===== src/rtl/seg_pkg.sv =====
// Shared constants for the seven-segment display controller: segment codes,
// field encodings, FSM states and the nibble-to-segment lookup.
package seg_pkg;

  localparam int NUM_DIGITS = 6;

  // Active-low segment codes {dp, g..a} with the decimal point off
  localparam logic [7:0] SEG_0 = 8'hC0;
  localparam logic [7:0] SEG_1 = 8'hF9;
  localparam logic [7:0] SEG_2 = 8'hA4;
  localparam logic [7:0] SEG_3 = 8'hB0;
  localparam logic [7:0] SEG_4 = 8'h99;
  localparam logic [7:0] SEG_5 = 8'h92;
  localparam logic [7:0] SEG_6 = 8'h82;
  localparam logic [7:0] SEG_7 = 8'hF8;
  localparam logic [7:0] SEG_8 = 8'h80;
  localparam logic [7:0] SEG_9 = 8'h90;
  localparam logic [7:0] SEG_A = 8'h88;
  localparam logic [7:0] SEG_B = 8'h83;
  localparam logic [7:0] SEG_C = 8'hC6;
  localparam logic [7:0] SEG_D = 8'hA1;
  localparam logic [7:0] SEG_E = 8'h86;
  localparam logic [7:0] SEG_F = 8'h8E;

  localparam logic [7:0] SEG_BLANK = 8'hFF;

  typedef enum logic [1:0] {
    FIELD_NONE = 2'd0,
    FIELD_SEC  = 2'd1,
    FIELD_MIN  = 2'd2,
    FIELD_HOUR = 2'd3
  } field_e;

  typedef enum logic {
    ST_TIME = 1'b0,
    ST_MSG  = 1'b1
  } state_e;

  function automatic logic [6:0] seg_lookup(input logic [3:0] nib);
    logic [7:0] code;
    case (nib)
      4'h0:    code = SEG_0;
      4'h1:    code = SEG_1;
      4'h2:    code = SEG_2;
      4'h3:    code = SEG_3;
      4'h4:    code = SEG_4;
      4'h5:    code = SEG_5;
      4'h6:    code = SEG_6;
      4'h7:    code = SEG_7;
      4'h8:    code = SEG_8;
      4'h9:    code = SEG_9;
      4'hA:    code = SEG_A;
      4'hB:    code = SEG_B;
      4'hC:    code = SEG_C;
      4'hD:    code = SEG_D;
      4'hE:    code = SEG_E;
      default: code = SEG_F;
    endcase
    return code[6:0];
  endfunction

endpackage


===== src/rtl/seg_disp_ctrl_if.sv =====
// Bus between the time/message sources (master) and the display controller
// (slave), including the six segment outputs feeding the scanner.
interface seg_disp_ctrl_if;

  logic [23:0] time_bcd;
  logic        time_valid;
  logic [1:0]  edit_field;
  logic        msg_req;
  logic [23:0] msg_data;
  logic        msg_ack;
  logic        msg_busy;
  logic [7:0]  seg_data_0;
  logic [7:0]  seg_data_1;
  logic [7:0]  seg_data_2;
  logic [7:0]  seg_data_3;
  logic [7:0]  seg_data_4;
  logic [7:0]  seg_data_5;

  modport master (
    output time_bcd, time_valid, edit_field, msg_req, msg_data,
    input  msg_ack, msg_busy,
    input  seg_data_0, seg_data_1, seg_data_2, seg_data_3, seg_data_4, seg_data_5
  );

  modport slave (
    input  time_bcd, time_valid, edit_field, msg_req, msg_data,
    output msg_ack, msg_busy,
    output seg_data_0, seg_data_1, seg_data_2, seg_data_3, seg_data_4, seg_data_5
  );

endinterface


===== src/rtl/seg_hex_decode.sv =====
// One digit of hex-to-seven-segment decode: nibble plus active-low dp in,
// active-low {dp, g..a} code out.
module seg_hex_decode
  import seg_pkg::*;
(
  input  logic [3:0] nibble,
  input  logic       dp_n,
  output logic [7:0] seg_n
);

  assign seg_n = {dp_n, seg_lookup(nibble)};

endmodule


===== src/rtl/seg_disp_ctrl.sv =====
// Six-digit display controller: shows the RTC time or a timed one-shot message.
// Define SEG_DISP_BLINK_EN to compile in blinking of the field being edited.
module seg_disp_ctrl
  import seg_pkg::*;
#(
  parameter int CLK_FREQ    = 50_000_000,
  parameter int BLINK_MS    = 250,
  parameter int MSG_HOLD_MS = 2000
) (
  input  logic             clk,
  input  logic             rst_n,
  seg_disp_ctrl_if.slave   bus
);

  localparam int MS_DIV = CLK_FREQ / 1000;
  localparam int PRE_W  = (MS_DIV > 1) ? $clog2(MS_DIV) : 1;
  localparam logic [PRE_W-1:0] PRE_MAX = PRE_W'(MS_DIV - 1);

  localparam int HOLD_W = (MSG_HOLD_MS > 1) ? $clog2(MSG_HOLD_MS) : 1;
  localparam logic [HOLD_W-1:0] HOLD_MAX = HOLD_W'(MSG_HOLD_MS - 1);

  logic [PRE_W-1:0]  pre_q, pre_d;
  logic              ms_tick;

  state_e            state_q, state_d;
  logic [23:0]       time_q, time_d;
  logic [23:0]       msg_q, msg_d;
  logic [HOLD_W-1:0] hold_q, hold_d;
  logic              ack_q, ack_d;
  logic              busy_q, busy_d;

  logic [NUM_DIGITS-1:0][7:0] seg_q, seg_d;
  logic [NUM_DIGITS-1:0][7:0] dec_code;
  logic [23:0]                disp_nib;
  logic [NUM_DIGITS-1:0]      dp_n;
  logic [NUM_DIGITS-1:0]      blank;

  always_comb begin
    ms_tick = (pre_q == PRE_MAX);
    pre_d   = ms_tick ? '0 : pre_q + 1'b1;
  end

  // Time latch runs in every state; a request in TIME is accepted the same
  // cycle it is seen, so a time strobe and a request can land together.
  always_comb begin
    state_d = state_q;
    msg_d   = msg_q;
    hold_d  = hold_q;
    ack_d   = 1'b0;
    time_d  = bus.time_valid ? bus.time_bcd : time_q;
    busy_d  = (state_q == ST_MSG);

    case (state_q)
      ST_TIME: begin
        if (bus.msg_req) begin
          ack_d   = 1'b1;
          msg_d   = bus.msg_data;
          hold_d  = '0;
          state_d = ST_MSG;
        end
      end
      ST_MSG: begin
        if (ms_tick) begin
          if (hold_q == HOLD_MAX) begin
            state_d = ST_TIME;
          end else begin
            hold_d = hold_q + 1'b1;
          end
        end
      end
      default: state_d = ST_TIME;
    endcase
  end

  // Separators sit on digits 2 and 4 (between ss/mm and mm/hh) in TIME only.
  always_comb begin
    disp_nib = (state_q == ST_MSG) ? msg_q : time_q;
    dp_n     = (state_q == ST_MSG) ? 6'b111111 : 6'b101011;
  end

  for (genvar i = 0; i < NUM_DIGITS; i++) begin : g_dec
    seg_hex_decode u_dec (
      .nibble (disp_nib[4*i +: 4]),
      .dp_n   (dp_n[i]),
      .seg_n  (dec_code[i])
    );
  end

`ifdef SEG_DISP_BLINK_EN
  localparam int BLK_W = (BLINK_MS > 1) ? $clog2(BLINK_MS) : 1;
  localparam logic [BLK_W-1:0] BLK_MAX = BLK_W'(BLINK_MS - 1);

  logic [BLK_W-1:0] blk_q, blk_d;
  logic             blink_on_q, blink_on_d;
  field_e           edit_q, edit_d;

  // Blanking follows the registered field so a field switch never blanks
  // the newly selected pair before the forced-visible phase takes effect.
  always_comb begin
    edit_d     = field_e'(bus.edit_field);
    blk_d      = blk_q;
    blink_on_d = blink_on_q;
    if (edit_d != edit_q) begin
      blk_d      = '0;
      blink_on_d = 1'b1;
    end else if (ms_tick) begin
      if (blk_q == BLK_MAX) begin
        blk_d      = '0;
        blink_on_d = ~blink_on_q;
      end else begin
        blk_d = blk_q + 1'b1;
      end
    end

    blank = '0;
    if ((state_q == ST_TIME) && !blink_on_q) begin
      case (edit_q)
        FIELD_SEC:  blank = 6'b000011;
        FIELD_MIN:  blank = 6'b001100;
        FIELD_HOUR: blank = 6'b110000;
        default:    blank = '0;
      endcase
    end
  end

  always_ff @(posedge clk or negedge rst_n) begin
    if (!rst_n) begin
      blk_q      <= '0;
      blink_on_q <= 1'b1;
      edit_q     <= FIELD_NONE;
    end else begin
      blk_q      <= blk_d;
      blink_on_q <= blink_on_d;
      edit_q     <= edit_d;
    end
  end
`else
  logic unused_edit;
  assign unused_edit = ^bus.edit_field;
  assign blank       = '0;
`endif

  always_comb begin
    seg_d = '0;
    for (int i = 0; i < NUM_DIGITS; i++) begin
      seg_d[i] = blank[i] ? SEG_BLANK : dec_code[i];
    end
  end

  always_ff @(posedge clk or negedge rst_n) begin
    if (!rst_n) begin
      pre_q   <= '0;
      state_q <= ST_TIME;
      time_q  <= '0;
      msg_q   <= '0;
      hold_q  <= '0;
      ack_q   <= 1'b0;
      busy_q  <= 1'b0;
      seg_q   <= {NUM_DIGITS{SEG_BLANK}};
    end else begin
      pre_q   <= pre_d;
      state_q <= state_d;
      time_q  <= time_d;
      msg_q   <= msg_d;
      hold_q  <= hold_d;
      ack_q   <= ack_d;
      busy_q  <= busy_d;
      seg_q   <= seg_d;
    end
  end

  assign bus.msg_ack    = ack_q;
  assign bus.msg_busy   = busy_q;
  assign bus.seg_data_0 = seg_q[0];
  assign bus.seg_data_1 = seg_q[1];
  assign bus.seg_data_2 = seg_q[2];
  assign bus.seg_data_3 = seg_q[3];
  assign bus.seg_data_4 = seg_q[4];
  assign bus.seg_data_5 = seg_q[5];

endmodule


===== src/flat_wrapper.sv =====
// flat-port wrapper written by rule: the top's interface ports become plain ports
module seg_disp_ctrl_flat import seg_pkg::*;
#(
  parameter int CLK_FREQ    = 50_000_000,
  parameter int BLINK_MS    = 250,
  parameter int MSG_HOLD_MS = 2000
)
  (clk, rst_n, bus_time_bcd, bus_time_valid, bus_edit_field, bus_msg_req, bus_msg_data, bus_msg_ack, bus_msg_busy, bus_seg_data_0, bus_seg_data_1, bus_seg_data_2, bus_seg_data_3, bus_seg_data_4, bus_seg_data_5);
  seg_disp_ctrl_if bus_i ();
  input  logic clk;
  input  logic rst_n;
  input wire logic [$bits(bus_i.time_bcd)-1:0] bus_time_bcd;
  input wire logic [$bits(bus_i.time_valid)-1:0] bus_time_valid;
  input wire logic [$bits(bus_i.edit_field)-1:0] bus_edit_field;
  input wire logic [$bits(bus_i.msg_req)-1:0] bus_msg_req;
  input wire logic [$bits(bus_i.msg_data)-1:0] bus_msg_data;
  output wire logic [$bits(bus_i.msg_ack)-1:0] bus_msg_ack;
  output wire logic [$bits(bus_i.msg_busy)-1:0] bus_msg_busy;
  output wire logic [$bits(bus_i.seg_data_0)-1:0] bus_seg_data_0;
  output wire logic [$bits(bus_i.seg_data_1)-1:0] bus_seg_data_1;
  output wire logic [$bits(bus_i.seg_data_2)-1:0] bus_seg_data_2;
  output wire logic [$bits(bus_i.seg_data_3)-1:0] bus_seg_data_3;
  output wire logic [$bits(bus_i.seg_data_4)-1:0] bus_seg_data_4;
  output wire logic [$bits(bus_i.seg_data_5)-1:0] bus_seg_data_5;
  assign bus_i.time_bcd = bus_time_bcd;
  assign bus_i.time_valid = bus_time_valid;
  assign bus_i.edit_field = bus_edit_field;
  assign bus_i.msg_req = bus_msg_req;
  assign bus_i.msg_data = bus_msg_data;
  assign bus_msg_ack = bus_i.msg_ack;
  assign bus_msg_busy = bus_i.msg_busy;
  assign bus_seg_data_0 = bus_i.seg_data_0;
  assign bus_seg_data_1 = bus_i.seg_data_1;
  assign bus_seg_data_2 = bus_i.seg_data_2;
  assign bus_seg_data_3 = bus_i.seg_data_3;
  assign bus_seg_data_4 = bus_i.seg_data_4;
  assign bus_seg_data_5 = bus_i.seg_data_5;
  seg_disp_ctrl #(.CLK_FREQ(CLK_FREQ), .BLINK_MS(BLINK_MS), .MSG_HOLD_MS(MSG_HOLD_MS)) u_core (.clk(clk), .rst_n(rst_n), .bus(bus_i));
endmodule

===== config.mk =====
export PLATFORM = sky130hd
export DESIGN_NAME = seg_disp_ctrl_flat
export DESIGN_NICKNAME = d
export VERILOG_FILES = /design/src/rtl/seg_pkg.sv /design/src/rtl/seg_disp_ctrl_if.sv /design/src/rtl/seg_hex_decode.sv /design/src/rtl/seg_disp_ctrl.sv /design/src/flat_wrapper.sv
export SDC_FILE = /design/constraint.sdc
export NUM_CORES = 1
export LEC_CHECK = 0
export ABC_AREA = 1
export BUFFER_PORTS_ARGS = -buffer_cell sky130_fd_sc_hd__clkbuf_2
export CAP_MARGIN = 5
export CELL_PAD_IN_SITES_DETAIL_PLACEMENT = 1
export CELL_PAD_IN_SITES_GLOBAL_PLACEMENT = 2
export CORE_UTILIZATION = 35
export CTS_CLUSTER_SIZE = 24
export DETAILED_ROUTE_END_ITERATION = 7
export GPL_TIMING_DRIVEN = 0
export PLACE_DENSITY = 0.85
export SYNTH_ARGS = -nofsm -noshare
export SYNTH_HDL_FRONTEND = slang
export SYNTH_SLANG_ARGS = --single-unit

===== constraint.sdc =====
create_clock -name clk -period 5.2 [get_ports clk]
set_input_delay 1.3 -clock clk [delete_from_list [all_inputs] [get_ports clk]]
set_output_delay 1.3 -clock clk [all_outputs]
set_load 0.02 [all_outputs]

==> results of run 1 <==
==> report_power, final <==
group	total, mW	internal, mW	leakage (nW)	switching, mW
sequential	1.09	1.06	1.43	0.0284
clock	1.19	0.767	0.297	0.426
combinational	0.383	0.127	2.28	0.257
total	2.66	1.95	4.01	0.711
==> layer usage <==
layer / part of all wire (%) / vias up
met5: 0 / -
met4: 0.98 / 0
met3: 3.0 / 13
met2: 49 / 75
met1: 47 / 2508
li1: - / 2635
==> area by class of cell <==
| class | instances | area (um2) |
|---|---|---|
| Inverter | 87 | 329 |
| Clock buffer | 25 | 505 |
| Tap cell | 229 | 287 |
| Sequential cell | 121 | 3080 |
| Timing Repair Buffer | 97 | 517 |
| Fill cell | 2180 | 10100 |
| Multi-Input combinational cell | 537 | 2820 |
| Buffer | 22 | 164 |
| Clock inverter | 7 | 88.8 |
==> kinds of logic (layout without fill, tap and decap cells) <==
kind of cell	Yosys count	after routing	share of synthesized area (%)
AOI/OAI and AO/OA	109	109	10.7
xor gates and xnor gates	9	9	1.23
adders and majority gates	38	38	7.44
buffers and inverters	109	238	7.72
DFF	121	121	48.2
muxes	8	8	1.41
other	1	4	0.0587
and+or+nand+nor	369	369	23.2
==> path summary, 6_finish.rpt <==
kind / from / end / slack [ns]
setup / recovery: u_core.bus.seg_data_2[7]$_DFF_PN1_ / bus_seg_data_4[7] / 2.73
hold reg to reg: u_core.busy_d$_DFF_PN0_ / u_core.bus.seg_data_2[7]$_DFF_PN1_ / 0.42
min in group asynchronous: rst_n / u_core.pre_q[12]$_DFF_PN0_ / 0.70
setup reg to reg: u_core.busy_d$_DFF_PN0_ / u_core.bus.seg_data_3[1]$_DFF_PN1_ / 2.85
hold / removal: u_core.busy_d$_DFF_PN0_ / u_core.bus.seg_data_2[7]$_DFF_PN1_ / 0.42
max in group asynchronous: rst_n / u_core.time_q[22]$_DFFE_PN0P_ / 3.70
==> stage by stage <==
step	std cells	utilization, %
6_report	1125	43.5
4_1_cts	1125	43.5
5_1_grt	1125	43.5
3_5_place_dp	1093	40.2
3_3_place_gp	1092	40.0
2_1_floorplan	767	-
==> state kept, by name, indices dropped and copies added, names as in the netlist <==
register               count
u_core.msg_q              24
u_core.bus.msg_ack         1
u_core.bus.seg_data_1      7
u_core.bus.seg_data_4      7
u_core.bus.seg_data_3      7
u_core.time_q             24
u_core.hold_q             11
u_core.bus.msg_busy        1
u_core.bus.seg_data_5      7
u_core.bus.seg_data_2      8
u_core.busy_d              1
u_core.pre_q              16
u_core.bus.seg_data_0      7
==> worst max-delay path: stages (launching register included) <==
cell      delay (ns)
dfstp_2         0.52
buf_4           0.09
clkbuf_2        0.15
==> cells in the final DEF (no fill, tap or decap), drive strengths merged <==
master  instances
a21boi          1
o21bai          1
nand4           1
dfrtp          78
clkbuf        126
buf            18
a21oi           8
a31oi           1
nor2           56
xor2            9
or2             5
o21ai          86
mux2            8
conb            4
o22ai           2
dfstp          43
nand3          37
nand3b          2
inv            87
nor3b           1
clkinv          5
nand2         265
ha             38
o31ai           4
bufinv          2
and3            1
o211ai          6
nor3            1
==> results.toml, run 1 <==
[global_routing]
globalRouteOverflowTotal = 0
use_met1_pct = 23.6
antenna_found_initial = 0
grt_pass1_vias = 5265
grt_max_degree = 115
grt_pass1_wl_mm = 26.1
use_met2_pct = 30.1
grtUsageTotal_pct = 18.2
use_met3_pct = 3.96
top_usage_layer = "met2"

[placement]
placed_cell_area_um2 = 7200
place.gp.congestion = 0.806
dp_hpwl_mm = 11.5
port_buffers = 96
pre_cts_ws_ns = 2.69

[timing]
setup_tns_ns = 0
setup_ws_ns = 2.73
period_minus_slack_ns = 2.47
maxSlewViolCount = 0
setup_viol = 0
grt_setup_unrepaired = "false"
skew_ns = 0.0123
hold_ws_ns = 0.421
relSlewSlack_pct = 45.1
max_freq_mhz = 405
tightestPinTransition_ns = 0.816
period_share_pct = 47.5
hold_viol_final = 0

[logic_synthesis]
yosys_register_bits = 121
synth_top_area_cell = "dfrtp_1"
synth_commonest_cells = "nand2_1 (263), inv_1 (82), dfrtp_1 (78)"
synth_ff_type = "dfrtp_1"
synth_edf_count = 0
yosysMostFrequentCell = "nand2_1"
synthesis.area_um2 = 6390
ys_types = 41
synth_cells = 764
synth_warnings = 0
synth_top_area_share_pct = 30.6
synth.area.top_cells = "dfrtp_1 (31%), dfstp_2 (18%), nand2_1 (15%)"
async_flop_share_pct = 100
seq_area_frac_synth_pct = 48.2
synth.avg_cell_area_um2 = 8.36

[die]
rows = 49
pin_count = 104
start_util_pct = 35.7
die-area_um2 = 18800
die_x_um = 137
die_h_um = 137
core_um2 = 17900

[status]
status = "finished, final reports clean"

[layout]
drive_gt1_share_pct = 24.7
fin_nets = 975
diodes = 0
final_cell_area_um2 = 7800
syn2layout_area_growth_pct = 22.1

[drt]
ant_nets = 0
drt-vias-per-instance = 4.65
first_pass_iters = 4
wl_per_cell_um = 14.2
totalWireLength_mm = 16.0
vias = 5231
drtIter0Drc = 151
drc_errors = 0

[setup_path]
required_ns = 3.90
cp.arrival_ns = 1.17
cp_max_fo = 2
cp-end-kind = "output port"
start_kind = "flop"
critical_path_class = "flop to output port"
ff2ff_path_depth = 7

[power]
power.density_nw_per_um2 = 341
finalPower_mw = 2.66
p_leak_nw = 4.01
ir_worst_vdd_v = 0.000238

[clock_tree]
ctsResizeCount = 0
cts_max_path_buffers = 2
post_cts_buffers = 0
cts_tree = "built"
clk_latency_ns = 0.42
clock-sinks = 121
path_clk_slew_ns = 0.05
cts_buffers = 17
cts-root-buf = "clkbuf_16"
cts.hold.buffers_added = 0
htree_levels = 4

[run]
drv_cap = 0

[hold_path]
holdPathStages = 0
hp-class = "flop to flop"
No activity file was read; power rests on OpenSTA's default activity.
==> inputs of run 2 (changes only) <==
--- a/config.mk
+++ b/config.mk
@@ -10,11 +10,11 @@
 export CAP_MARGIN = 5
 export CELL_PAD_IN_SITES_DETAIL_PLACEMENT = 1
 export CELL_PAD_IN_SITES_GLOBAL_PLACEMENT = 2
-export CORE_UTILIZATION = 35
+export CORE_UTILIZATION = 30
 export CTS_CLUSTER_SIZE = 24
 export DETAILED_ROUTE_END_ITERATION = 7
 export GPL_TIMING_DRIVEN = 0
-export PLACE_DENSITY = 0.85
+export PLACE_DENSITY = 0.77
 export SYNTH_ARGS = -nofsm -noshare
 export SYNTH_HDL_FRONTEND = slang
 export SYNTH_SLANG_ARGS = --single-unit
==> constraint.sdc (replaced) <==
create_clock -name clk -period 2 [get_ports clk]
set_input_delay 0.5 -clock clk [delete_from_list [all_inputs] [get_ports clk]]
set_output_delay 0.5 -clock clk [all_outputs]
set_load 0.02 [all_outputs]
==> run 2 against run 1 <==
Hold slack lost 0.14 ns; register-to-register slack got worse by 2.7 ns; sequential share of layout area fell by 1.6 points; count of clock-buffer cells in the layout fell by 5; critical path depth is 8 higher; first-iteration DRC count rose by 26%; combinational power rose to 2.8 times the previous value; critical path type is now flop to flop; critical endpoint is now u_core.bus.seg_data_5[1]$_DFF_PN1_.
==> results.toml, run 2 (synthesis results as in run 1) <==
[status]
status = "finished, final reports clean"

[setup_path]
start_kind = "flop"
required_ns = 2.34
cp.arrival_ns = 2.22
critical_path_class = "flop to flop"
reg2reg_slack_ns = 0.12
ff2ff_path_depth = 10
cp-end-kind = "flop"
cp_max_fo = 10

[layout]
finalNonFillerCells = 1178
reg_top3 = "u_core.msg_q (24), u_core.time_q (24), u_core.pre_q (16)"
seq_area_um2 = 3080
final_cell_area_um2 = 8140
most-common-layout-cells = "nand2_1 (263), clkbuf_2 (95), dfrtp_1 (78)"
fill_cells = 2578
syn2layout_area_growth_pct = 27.4
fin_nets = 982
multi_input_area_um2 = 2930
final_common_cell = "nand2_1"
diodes = 0
final_core_util_pct = 38.8
drive_gt1_share_pct = 27.5

[timing]
hold_viol_final = 0
relSlewSlack_pct = 45.6
period_minus_slack_ns = 1.88
grt_setup_unrepaired = "true"
setup_viol = 0
setup_tns_ns = 0
skew_ns = 0.00741
setup_ws_ns = 0.123
maxSlewViolCount = 0
tightestPinTransition_ns = 0.816
max_freq_mhz = 533
period_share_pct = 93.9

[die]
core_um2 = 21000
rows = 53
die-area_um2 = 21900
die_x_um = 148
pin_count = 104
start_util_pct = 30.5
die_h_um = 148

[hold_path]
hp-class = "primary input to flop"
holdPathStages = 3

[placement]
pre_cts_ws_ns = -0.410
placed_cells = 1139
placed_cell_area_um2 = 7260
place.gp.congestion = 0.780
port_buffers = 96
dp_hpwl_mm = 12.0

[drt]
drtIter0Drc = 190
ant_nets = 0
totalWireLength_mm = 17.0
drt-vias-per-instance = 4.51
drc_errors = 0
first_pass_iters = 4
wl_per_cell_um = 14.5
vias = 5308

[clock_tree]
clk_latency_ns = 0.42
cts-root-buf = "clkbuf_16"
htree_levels = 4
cts_tree = "built"
cts_max_path_buffers = 2
path_clk_slew_ns = 0.06
cts_buffers = 17
clock-sinks = 121

[power]
p_leak_nw = 4.09
ir_worst_vdd_v = 0.000513
power.density_nw_per_um2 = 929

[global_routing]
grt_max_degree = 92
grtUsageTotal_pct = 16.8
globalRouteOverflowTotal = 0
antenna_found_initial = 0
grt_pass1_vias = 5624
grt_pass1_wl_mm = 28.3

[run]
drv_cap = 0
==> run 2: final timing paths <==
kind / startpoint / end
worst min register to register: u_core.msg_q[4]$_DFFE_PN0P_ / u_core.msg_q[4]$_DFFE_PN0P_
max in group asynchronous: rst_n / u_core.bus.seg_data_0[6]$_DFF_PN1_
worst max-delay path: u_core.busy_d$_DFF_PN0_ / u_core.bus.seg_data_5[1]$_DFF_PN1_
worst min-delay path: bus_msg_data[6] / u_core.msg_q[6]$_DFFE_PN0P_
worst max register to register: u_core.busy_d$_DFF_PN0_ / u_core.bus.seg_data_5[1]$_DFF_PN1_
min in group asynchronous: rst_n / u_core.time_q[5]$_DFFE_PN0P_
==> run 2: power by group <==
part | switching (mW) | total, mW | leakage [nW] | internal (mW)
logic | 0.703 | 1.06 | 2.33 | 0.356
clock network | 1.14 | 3.66 | 0.338 | 2.53
registers | 0.0810 | 2.83 | 1.43 | 2.75
total | 1.92 | 7.55 | 4.09 | 5.63
==> run 2: cell type report <==
| class | instances | share of cell area, % |
|---|---|---|
| plain buffers | 22 | 2.17 |
| clock buffers | 20 | 5.61 |
| clock inverters | 12 | 3.00 |
| inverters | 87 | 4.04 |
| multi-input cells | 537 | 36.0 |
| flip-flops and latches | 121 | 37.9 |
| well taps | 275 | 4.23 |
| repair buffers | 104 | 7.03 |
==> run 2: routing by layer <==
layer	part of all wire [%]	global-route usage [%]
met1	47	21.6
met2	49	28.1
met3	3.1	3.52
met4	1.1	5.00
met5	0	0
==> run 2: timing repair <==
action / CTS / global route
cloned: 0 / 0
gates resized for setup: 18 / 24
hold endpoints to repair: 12 / 0
pin swaps: 1 / 0
hold buffers: 1 / 0
endpoints found under the setup margin: 38 / 27
setup buffers: 1 / 5
==> run 2: stage by stage <==
step | power [mW] | hold slack, ns
CTS | 7.63 | 0.264
detailed placement | 3.89 | 0.430
global placement | 3.86 | 0.427
floorplan | 3.50 | 0.204
finish | 7.55 | 0.278
global route | 7.89 | 0.282
==> run 2: worst max-delay path, stage by stage (launching register included) <==
cell	delay, ns
dfrtp_1	0.36
buf_6	0.16
buf_8	0.17
buf_12	0.19
nand2_1	0.11
o21ai_4	0.10
inv_2	0.09
ha_1	0.28
nand2_1	0.05
nand2_1	0.09
a21boi_1	0.19
==> inputs of run 3 (changes only) <==
--- a/config.mk
+++ b/config.mk
@@ -10,11 +10,12 @@
 export CAP_MARGIN = 5
 export CELL_PAD_IN_SITES_DETAIL_PLACEMENT = 1
 export CELL_PAD_IN_SITES_GLOBAL_PLACEMENT = 2
-export CORE_UTILIZATION = 30
+export CORE_UTILIZATION = 31
+export CTS_BUF_LIST = sky130_fd_sc_hd__clkbuf_8
 export CTS_CLUSTER_SIZE = 24
 export DETAILED_ROUTE_END_ITERATION = 7
 export GPL_TIMING_DRIVEN = 0
-export PLACE_DENSITY = 0.77
+export PLACE_DENSITY = 0.79
 export SYNTH_ARGS = -nofsm -noshare
 export SYNTH_HDL_FRONTEND = slang
 export SYNTH_SLANG_ARGS = --single-unit
==> run 3 against run 2 <==
First-iteration DRC count grew 14%; maximum frequency increased by 0.78%; non-clock buffer count shrank 3; combinational power hardly changed; flip-flop and latch count stayed put; clock power decreased by 35%; largest power group is now registers.
==> results.toml, run 3 (synthesis results as in run 1) <==
[run]
drv_cap = 0

[placement]
dp_hpwl_mm = 11.9
pre_cts_ws_ns = -0.333
place.gp.congestion = 0.769
placed_cells = 1134
port_buffers = 96

[setup_path]
crit-reg2reg-capture = "u_core.bus.seg_data_0[2]$_DFF_PN1_"
critical_path_class = "flop to flop"
reg2reg_slack_ns = 0.14
cp.arrival_ns = 2.24
r2r_start = "u_core.busy_d$_DFF_PN0_"
cp-end-kind = "flop"
ff2ff_path_depth = 8
start_kind = "flop"
cp_max_fo = 10
required_ns = 2.37

[die]
start_util_pct = 31.6
pin_count = 104
die_x_um = 146
die_h_um = 146
core_um2 = 20200
rows = 52
die-area_um2 = 21200

[status]
status = "finished, final reports clean"

[clock_tree]
path_clk_slew_ns = 0.07
clock-sinks = 121
cts_max_path_buffers = 2
cts_buffers = 17
htree_levels = 4
cts-root-buf = "clkbuf_8"
cts.hold.buffers_added = 0
cts_tree = "built"
clk_latency_ns = 0.43

[power]
power.density_nw_per_um2 = 797
p_leak_nw = 3.98
ir_worst_vdd_v = 0.000322

[timing]
tightestPinTransition_ns = 0.740
maxSlewViolCount = 0
period_share_pct = 93.1
hold_viol_final = 0
skew_ns = 0.0102
setup_ws_ns = 0.137
max_freq_mhz = 537
setup_viol = 0
period_minus_slack_ns = 1.86
relSlewSlack_pct = 50.7

[drt]
drc_errors = 0
ant_nets = 0
totalWireLength_mm = 16.3
first_pass_iters = 7
vias = 5215
drt-vias-per-instance = 4.46
wl_per_cell_um = 14.0
drtIter0Drc = 217

[layout]
most-common-layout-cells = "nand2_1 (263), clkbuf_2 (95), inv_1 (82)"
drive_gt1_share_pct = 26.2
final_common_cell = "nand2_1"
reg_top3 = "u_core.msg_q (24), u_core.time_q (24), u_core.pre_q (16)"
fill_cells = 2481
multi_input_area_um2 = 2920
fin_nets = 979
seq_area_um2 = 3080
finalNonFillerCells = 1170
syn2layout_area_growth_pct = 22.3
final_core_util_pct = 38.6
diodes = 0

[hold_path]
hp-class = "primary input to asynchronous set/reset pin"

[global_routing]
antenna_found_initial = 0
globalRouteOverflowTotal = 0
grt_pass1_vias = 5390
grtUsageTotal_pct = 16.4
grt_pass1_wl_mm = 27.2
grt_max_degree = 65
==> run 3: final cells by class <==
| cell class | instances | area share, % |
|---|---|---|
| clock inverters | 13 | 2.07 |
| clock buffers | 19 | 3.35 |
| multi-input cells | 537 | 37.4 |
| repair buffers | 101 | 7.00 |
| flip-flops and latches | 121 | 39.4 |
| inverters | 87 | 4.21 |
| well taps | 270 | 4.32 |
| plain buffers | 22 | 2.26 |
==> run 3: stage by stage <==
stage                     TNS [ns]  power, mW  hold slack (ns)  instance area, um2
after global routing       -0.0276       6.57           0.0595                7810
after CTS                        0       6.32           0.0384                7730
after global placement     -163.97       3.86            0.424                7220
after detailed placement     -6.28       3.89            0.425                7250
after floorplan                  0       3.50            0.204                6400
final                            0       6.23           0.0497                7810
==> run 3: what timing repair did <==
action                     CTS  global route
setup endpoints to repair   34            28
hold endpoints to repair     0             0
buffers inserted             1             3
pin swaps                    0             2
resized for setup           14            19
==> run 3: worst max-delay path by stage <==
stage                            start                                  to  slack, ns  cells after the start
2_1_floorplan  u_core.busy_d$_DFF_PN0_  u_core.bus.seg_data_3[1]$_DFF_PN1_       0.15                      7
3_3_place_gp                     rst_n        u_core.time_q[0]$_DFFE_PN0P_      -1.61                      1
3_5_place_dp   u_core.busy_d$_DFF_PN0_  u_core.bus.seg_data_4[3]$_DFF_PN1_      -0.33                      8
4_1_cts        u_core.busy_d$_DFF_PN0_  u_core.bus.seg_data_5[0]$_DFF_PN1_       0.02                     10
5_1_grt        u_core.busy_d$_DFF_PN0_  u_core.bus.seg_data_2[5]$_DFF_PN1_      -0.01                      9
6_report       u_core.busy_d$_DFF_PN0_  u_core.bus.seg_data_0[2]$_DFF_PN1_       0.14                      8
==> run 3: layer usage <==
metal / share of wire (%) / routed length, um / GRT usage [%]
met5: 0 / 0 / 0
met4: 0.91 / 149 / 4.68
met3: 3.5 / 572 / 3.64
met2: 47 / 7600 / 26.4
met1: 49 / 8010 / 22.0
==> run 3: power by group <==
group          internal, mW  switching (mW)
registers              2.75          0.0810
clock network          1.40           0.975
logic                 0.346           0.687
==> run 3: worst max-delay path: stages, from the launching register on <==
cell and delay (ns):
dfrtp_1 0.39, buf_6 0.14, buf_8 0.15, buf_12 0.17, o21ai_4 0.20, inv_1 0.12, ha_2 0.22, or2_2 0.29
a21oi_1 0.12
